==> src/rtl/vga_dither_quantizer.sv <==
// Output stage for the TinyVGA PMOD: 4x4 ordered-dither quantisation of 8-bit RGB to 2 bits
// per channel, with per-frame threshold rotation and sync/blank delay-matched over 2 clocks.
module vga_dither_quantizer #(
  parameter int TEMPORAL = 1,
  parameter int FRAME_W  = 2
) (
  input  logic               clk,
  input  logic               reset,
  input  logic [23:0]        rgb_in,
  input  logic               hsync_in,
  input  logic               vsync_in,
  input  logic               display_on,
  input  logic [1:0]         hpos_lo,
  input  logic [1:0]         vpos_lo,
  input  logic [1:0]         mode,
  output logic [7:0]         uo_out,
  output logic [FRAME_W-1:0] frame_cnt
);

  // 4x4 Bayer matrix, indexed by pixel row then column.
  function automatic logic [3:0] bayer_threshold(input logic [1:0] row, input logic [1:0] col);
    logic [3:0] t;
    case ({row, col})
      4'h0: t = 4'd0;   4'h1: t = 4'd8;   4'h2: t = 4'd2;   4'h3: t = 4'd10;
      4'h4: t = 4'd12;  4'h5: t = 4'd4;   4'h6: t = 4'd14;  4'h7: t = 4'd6;
      4'h8: t = 4'd3;   4'h9: t = 4'd11;  4'hA: t = 4'd1;   4'hB: t = 4'd9;
      4'hC: t = 4'd15;  4'hD: t = 4'd7;   4'hE: t = 4'd13;  4'hF: t = 4'd5;
      default: t = 4'd0;
    endcase
    return t;
  endfunction

  // Add dither offset and keep the top two bits, saturating at 3 on overflow.
  function automatic logic [1:0] quantize(input logic [7:0] c, input logic [5:0] d);
    logic [8:0] s;
    logic [1:0] q;
    s = {1'b0, c} + {3'b000, d};
    if (s[8]) q = 2'd3;
    else      q = s[7:6];
    return q;
  endfunction

  logic               vsync_d_r;
  logic [FRAME_W-1:0] frame_cnt_r;
  logic [1:0]         mode_q_r;
  logic               vsync_rise_s;
  logic [1:0]         frame_lo_s;
  logic [3:0]         t_base_s;
  logic [3:0]         t_s;
  logic [5:0]         dither_s;
  logic [9:0]         luma_sum_s;
  logic [7:0]         c_red_s, c_grn_s, c_blu_s;
  logic [1:0]         q_red_r, q_grn_r, q_blu_r;
  logic               hs1_r, vs1_r, de1_r;
  logic [1:0]         r_out_s, g_out_s, b_out_s;

  assign vsync_rise_s = vsync_in & ~vsync_d_r;
  assign frame_cnt    = frame_cnt_r;

  if (FRAME_W >= 2) begin : g_frame_wide
    assign frame_lo_s = frame_cnt_r[1:0];
  end else begin : g_frame_narrow
    assign frame_lo_s = {1'b0, frame_cnt_r[0]};
  end

  // Frame counter and mode latch update only on a vsync rising edge.
  always_ff @(posedge clk or posedge reset) begin
    if (reset) begin
      vsync_d_r   <= 1'b0;
      frame_cnt_r <= '0;
      mode_q_r    <= 2'd0;
    end else begin
      vsync_d_r <= vsync_in;
      if (vsync_rise_s) begin
        frame_cnt_r <= frame_cnt_r + FRAME_W'(1);
        mode_q_r    <= mode;
      end
    end
  end

  // Threshold selection, optional luma mixing and per-channel quantisation inputs.
  always_comb begin
    t_base_s   = bayer_threshold(vpos_lo, hpos_lo);
    t_s        = t_base_s;
    dither_s   = 6'd0;
    luma_sum_s = {2'b00, rgb_in[23:16]} + {1'b0, rgb_in[15:8], 1'b0} + {2'b00, rgb_in[7:0]};
    c_red_s    = rgb_in[23:16];
    c_grn_s    = rgb_in[15:8];
    c_blu_s    = rgb_in[7:0];
    // Four-bit add wraps the rotated threshold modulo 16.
    if ((TEMPORAL != 0) && (mode_q_r == 2'd2)) t_s = t_base_s + {frame_lo_s, 2'b00};
    else                                       t_s = t_base_s;
    case (mode_q_r)
      2'd0:    dither_s = 6'd0;
      default: dither_s = {t_s, 2'b00};
    endcase
    if (mode_q_r == 2'd3) begin
      c_red_s = luma_sum_s[9:2];
      c_grn_s = luma_sum_s[9:2];
      c_blu_s = luma_sum_s[9:2];
    end else begin
      c_red_s = rgb_in[23:16];
      c_grn_s = rgb_in[15:8];
      c_blu_s = rgb_in[7:0];
    end
  end

  // Stage 1: quantised colour plus delayed sync and blank.
  always_ff @(posedge clk or posedge reset) begin
    if (reset) begin
      q_red_r <= 2'd0;
      q_grn_r <= 2'd0;
      q_blu_r <= 2'd0;
      hs1_r   <= 1'b0;
      vs1_r   <= 1'b0;
      de1_r   <= 1'b0;
    end else begin
      q_red_r <= quantize(c_red_s, dither_s);
      q_grn_r <= quantize(c_grn_s, dither_s);
      q_blu_r <= quantize(c_blu_s, dither_s);
      hs1_r   <= hsync_in;
      vs1_r   <= vsync_in;
      de1_r   <= display_on;
    end
  end

  // Blank the colour bits outside the visible area; sync passes through.
  always_comb begin
    r_out_s = 2'd0;
    g_out_s = 2'd0;
    b_out_s = 2'd0;
    if (de1_r) begin
      r_out_s = q_red_r;
      g_out_s = q_grn_r;
      b_out_s = q_blu_r;
    end else begin
      r_out_s = 2'd0;
      g_out_s = 2'd0;
      b_out_s = 2'd0;
    end
  end

  // Stage 2: pack into the PMOD pin order.
  always_ff @(posedge clk or posedge reset) begin
    if (reset) begin
      uo_out <= 8'h00;
    end else begin
      uo_out <= {hs1_r, b_out_s[0], g_out_s[0], r_out_s[0],
                 vs1_r, b_out_s[1], g_out_s[1], r_out_s[1]};
    end
  end

endmodule
==> config.mk <==
export PLATFORM = sky130hd
export DESIGN_NAME = vga_dither_quantizer
export DESIGN_NICKNAME = d
export VERILOG_FILES = /design/src/rtl/vga_dither_quantizer.sv
export SDC_FILE = /design/constraint.sdc
export NUM_CORES = 1
export LEC_CHECK = 0
export BUFFER_PORTS_ARGS = -buffer_cell sky130_fd_sc_hd__buf_2
export CORE_MARGIN = 1
export CORE_UTILIZATION = 53
export CTS_CLUSTER_DIAMETER = 30
export CTS_CLUSTER_SIZE = 8
export DETAILED_ROUTE_END_ITERATION = 10
export PLACE_DENSITY = 0.8
export SLEW_MARGIN = 15
export SYNTH_ARGS = -nofsm -noshare
export SYNTH_HDL_FRONTEND = slang
export SYNTH_SLANG_ARGS = --single-unit
==> constraint.sdc <==
create_clock -name clk -period 3.6 [get_ports clk]
set_input_delay 0.18 -clock clk [delete_from_list [all_inputs] [get_ports clk]]
set_output_delay 0.18 -clock clk [all_outputs]
set_load 0.05 [all_outputs]
[After elaboration in Yosys (flattened, before gate mapping)]
Memory sizes are Yosys's and may differ from the RTL's.
Index checks and enable logic that the tools add are counted.
Word-level totals
  bits in registers: 21
  memory bits (read-only): 64
  bits of input ports: 35
  logic and storage cells: 33
  memories kept: 1
Operators by class
  $add $sub $neg: 7
  equal/unequal tests: 2
  multiplexer cells: 11
  bitwise logic cells: 2
  reduce and logical (&&, ||, !) cells: 1
Memory list
  (no name shown): words 16, width 4, read ports 1, clocked after memory_dff 0, wr ports 0, line 23  | case ({row, col})
Operator list (number)
  $add A8 B6 Y9: 3
  $mux W8: 3
  $mux W2: 6
  $add A10 B8 Y10: 1
  $add A8 B9 Y10: 1
  $mux W6: 1
  $add A4 B4 Y4: 1
  $eq A2 B2 Y1 const B: 2
  $mux W4: 1
  $add A2 B1 Y2 const B: 1
  $logic_not A2 Y1: 1
  $and A1 B1 Y1: 1
  $not A1 Y1: 1

[Longest topological paths before layout]
An unclocked memory read counts as a cell.
  depth in word-level cells: 6
  gate-level depth with buffers: 17

[Worst setup path after synthesis]
No wires, ideal clock.
  path type: in2reg
  start: input rgb_in[3]
  end: register q_grn_r[0]
  setup time: 104 ps
  arrival time: 3364 ps
  path slack: 132 ps
  stages on the path: 15
  path through: fa_1 ha_1 a21o_1 a211o_1 a31oi_1 xor2_1 nor2_1 a21o_1 ha_1 nand3_1 nor2_1 or4b_1 nand3_1 nor2_1 a221oi_1
On the way
  longest elaborated chain between the ends: 4
Ends and longest elaborated chain
  start, declared: line 9  | input logic [23:0] rgb_in,
  $add A10 B8 Y10: line 86  | luma_sum_s = {2'b00, rgb_in[23:16]} + {1'b0, rgb_in[15:8], 1'b0} + {2'b00, rgb_in[7:0]};
  $mux W8: line 97  | if (mode_q_r == 2'd3) begin
  $add A8 B6 Y9: line 37  | s = {1'b0, c} + {3'b000, d};
  $mux W2: line 38  | if (s[8]) q = 2'd3;
  end signal, assigned: line 119  | q_grn_r <= quantize(c_grn_s, dither_s);
  end, declared: line 53  | logic [1:0] q_red_r, q_grn_r, q_blu_r;
No other way between the ends.
A chain may end at the register's enable or synchronous reset.

[Final worst setup path]
  start: input rgb_in[2]
  end: register q_red_r[0]
On the way
  longest elaborated chain between the ends: 4
Ends and longest elaborated chain
  $add A10 B8 Y10: line 86
  $mux W8: line 97
  $add A8 B6 Y9: line 37
  $mux W2: line 38
  end signal, assigned: line 118  | q_red_r <= quantize(c_red_s, dither_s);
  end, declared: line 53
No other way between the ends.

==> parameters.txt <==
Parameter                              Value

Synth
  #FFs+latches synth ... 21
  Most frequent cells after synthesis ... sky130_fd_sc_hd__dfrtp_1, sky130_fd_sc_hd__nand2_1, sky130_fd_sc_hd__ha_1, sky130_fd_sc_hd__nand3_1, sky130_fd_sc_hd__a21o_1
  Ranking of synthesized cells by area ... sky130_fd_sc_hd__dfrtp_1, sky130_fd_sc_hd__ha_1, sky130_fd_sc_hd__fa_1
  Share of async-settable or async-resettable flops after synthesis ... 1.00
  Count of synthesis-stage warnings from yosys ... 0
  Top-area cell type share of the netlist area ... 0.307
  Synth Area per Inst ... 9.57 um^2
  Combined area of all synthesized cells ... 1710 um^2
  Primary flip-flop cell chosen by synthesis mapping ... sky130_fd_sc_hd__dfrtp_1
  Post-synth EDFFs ... 0
  Synthesized netlist cell count ... 179
  Most common cell in the netlist ... sky130_fd_sc_hd__dfrtp_1
  Synth area leader ... sky130_fd_sc_hd__dfrtp_1
  Netlist cell types ... 41
  Synthesized Nets ... 238
  Sequential-to-total area share from yosys stat ... 0.307

Worst setup path
  Element type at the critical path end ... flop
  Worst r2r src ... mode_q_r[0]
  Maximum fanout along the worst path ... 5
  Signal arrival time at the worst endpoint ... 3.59 ns
  Slowest CP cell ... sky130_fd_sc_hd__fa_1
  Required time worst endpoint ... 3.78 ns
  Worst Setup SP ... rgb_in[2]
  Worst-path cell chain ... buf_2 -> fa_1 -> ha_1 -> and4b_1 -> a211o_1 -> a31oi_2 -> xor2_1 -> nor2_1 -> buf_4 -> a21o_1 -> ha_1 -> nand3_1 -> nor4_1 -> mux2i_1 -> nand3_1 -> mux2i_1 -> a211oi_1
  CP delay by family, top ... adder cells
  Max stage delay on crit path ... 0.50 ns
  Nature of the critical path startpoint ... input pin
  Crit path buf inv count ... 2
  Classification of the worst setup path ... input pin to flop
  R2R Setup Slk ... 0.92 ns

Route
  Mean routed wirelength per cell ... 12.9 um
  Via density ... 5.42
  Via count of the routed design ... 1523
  Iteration count of the initial detailed-routing pass ... 4
  DR iter-0 viols ... 56
  Routed Antenna Nets ... 0
  Remaining routing DRC violations ... 0
  Overall routed net length ... 3630 um

Place
  Placer's final routability congestion estimate ... 0.853
  Buffers added on ports ... 44
  Post-Place Cells ... 274
  Final HPWL DP ... 3000 um

Global route
  Antenna violations before repair ... 0
  Maximum number of pins on one net before global-route repair ... 22
  Remaining Overflow, GRT ... 0
  First-pass GRT wire length ... 6060 um
  Total global-route track usage ... 0.228
  Number of global-route vias before repair ... 1477

STA
  Ratio of final minimum period to clock period ... 0.947
  Total count of max-transition violations in the final report ... 0
  Setup TNS Final ... 0 ns
  RSZ-0062 raised after global routing ... no
  Actual slew at the worst max-slew pin ... 0.742 ns
  Fmax ... 293 MHz
  Final Setup Violations ... 0
  Headroom to the max-slew limit ... 0.505
  Clock period minus final worst setup slack ... 3.41 ns
  Final hold violation count ... 21
  Worst slack on hold paths ... -0.0155 ns
  Post-Route Skew ... 0.0107 ns

Floorplan
  Site row count ... 20
  Die ar. ... 3460 um^2
  Effective utilization at floorplan ... 0.561
  Number of top-level pins ... 45
  Die X ... 58.9 um
  Core Footprint ... 3050 um^2
  DIE HEIGHT ... 58.9 um

Run status
  Violations in the final reports ... hold timing
  Status ... finished, violations left

Job
  MaxCap Viol Count ... 0

Final layout
  Post-synthesis to final-layout area growth ... 23.8%
  Number of diodes added for antenna fixing ... 0
  Count of nets after finishing ... 297
  Finished Layout Cells ... 281
  Fraction of layout cells with a size suffix above 1 ... 0.287

Pwr
  Power per cell area ... 497 nW/um^2
  Pleak ... 1.09 nW
  Highest ir drop seen on vdd ... 212 uV

Clock tree
  TritonCTS clock tree ... done
  Sink count of the clock tree ... 21
  Maximum number of buffers from clock root to sink ... 2
  CTS H-tree depth ... 1
  Number of setup buffers added after CTS ... 0
  Clock latency at the later pin of the worst-skew pair ... 0.30 ns
  Cell at the root of the clock tree ... sky130_fd_sc_hd__clkbuf_4
  Clock-pin slew on the worst setup and hold paths ... 0.12 ns
  Number of buffers added by the clock tree synthesis step ... 3

Min path
  Class of the tightest hold or removal check ... input pin to asynchronous set/reset pin
-- cells by family (layout without fill, tap and decap cells) --
group / Yosys count / count (layout) / synth area share
muxes: 7 / 7 / 0.0431
DFF: 21 / 21 / 0.307
and+or+nand+nor: 70 / 70 / 0.216
AOI/OAI and AO/OA: 37 / 37 / 0.159
xor gates and xnor gates: 8 / 8 / 0.0409
buffers and inverters: 12 / 70 / 0.0278
adders and majority gates: 24 / 24 / 0.206
-- final timing paths --
check | to | cells after the start
setup / recovery | q_red_r[0] | 17
hold / removal | hs1_r | 2
setup reg to reg | q_red_r[0] | 11
hold reg to reg | uo_out[7] | 0
max in group asynchronous | vs1_r | 2
min in group clk | mode_q_r[1] | 2
-- cells in the final DEF (no fill, tap or decap), types with 2 or more instances in the layout --
cell type	instances
sky130_fd_sc_hd__and2_1	8
sky130_fd_sc_hd__mux2i_1	4
sky130_fd_sc_hd__buf_4	12
sky130_fd_sc_hd__nand2_1	18
sky130_fd_sc_hd__dlygate4sd3_1	3
sky130_fd_sc_hd__nand3_1	13
sky130_fd_sc_hd__dfrtp_1	21
sky130_fd_sc_hd__clkbuf_4	3
sky130_fd_sc_hd__a21oi_1	5
sky130_fd_sc_hd__fa_1	7
sky130_fd_sc_hd__nor4_1	2
sky130_fd_sc_hd__xnor2_1	5
sky130_fd_sc_hd__o211ai_1	3
sky130_fd_sc_hd__buf_2	44
sky130_fd_sc_hd__a21o_1	11
sky130_fd_sc_hd__xor2_1	3
sky130_fd_sc_hd__o21ai_0	6
sky130_fd_sc_hd__nor2b_1	2
sky130_fd_sc_hd__ha_1	17
sky130_fd_sc_hd__and3b_1	2
sky130_fd_sc_hd__a211oi_1	3
sky130_fd_sc_hd__nor3_1	3
sky130_fd_sc_hd__nor3b_1	2
sky130_fd_sc_hd__nand2b_1	3
sky130_fd_sc_hd__inv_1	6
sky130_fd_sc_hd__nor2_1	10
sky130_fd_sc_hd__mux2_2	3
-- stage by stage --
stage                     utilization  total power, mW  instance area, um^2  worst slack [ns]
after floorplan                     -            0.765                 1710             0.132
after global placement          0.674            0.924                 2060           -0.0264
after detailed placement        0.674            0.943                 2060            -0.120
after CTS                       0.693             1.06                 2110             0.169
after global routing            0.695             1.14                 2120            0.0302
final                           0.695             1.05                 2120             0.191
-- state kept, by name (all words and copies together), names as in the netlist --
register / count
q_red_r: 2
frame_cnt: 2
vs1_r: 1
q_grn_r: 2
uo_out: 8
hs1_r: 1
mode_q_r: 2
de1_r: 1
q_blu_r: 2
-- what timing repair did --
item                                   CTS  global route
hold buffers                             3             0
setup endpoints to repair                0             2
endpoints found under the hold margin    3             0
resized for setup                        0             1
-- where the power goes --
| group | internal, mW | switching, mW | leakage (nW) | total (mW) |
|---|---|---|---|---|
| combinational | 0.258 | 0.364 | 0.820 | 0.623 |
| sequential | 0.290 | 0.0317 | 0.248 | 0.322 |
| clock | 0.0414 | 0.0680 | 0.0177 | 0.109 |
-- worst reg2reg max path, cell delays in order (launching register included) --
cell and delay (ns):
sky130_fd_sc_hd__dfrtp_1 0.49, sky130_fd_sc_hd__nand2_1 0.40, sky130_fd_sc_hd__nor2_1 0.14, sky130_fd_sc_hd__buf_4 0.16, sky130_fd_sc_hd__a21o_1 0.15, sky130_fd_sc_hd__ha_1 0.29, sky130_fd_sc_hd__nand3_1 0.12, sky130_fd_sc_hd__nor4_1 0.22
sky130_fd_sc_hd__mux2i_1 0.11, sky130_fd_sc_hd__nand3_1 0.19, sky130_fd_sc_hd__mux2i_1 0.22, sky130_fd_sc_hd__a211oi_1 0.09
-- metal layers --
| metal | up-vias | routed length (um) | track usage |
|---|---|---|---|
| li1 | 759 | - | - |
| met1 | 721 | 1570 | 0.273 |
| met2 | 39 | 1870 | 0.419 |
| met3 | 4 | 141 | 0.0264 |
| met4 | 0 | 40 | 0.0782 |
| met5 | - | 0 | 0 |
-- cell type report --
type | instances | area [um^2]
multi-input cells | 146 | 1150
fillers | 264 | 932
flip-flops and latches | 21 | 526
repair buffers | 59 | 340
well taps | 44 | 55.1
inverters | 7 | 26.3
clock buffers | 3 | 22.5
clock inverters | 1 | 5.00
Power figures use the tool's default switching activity.
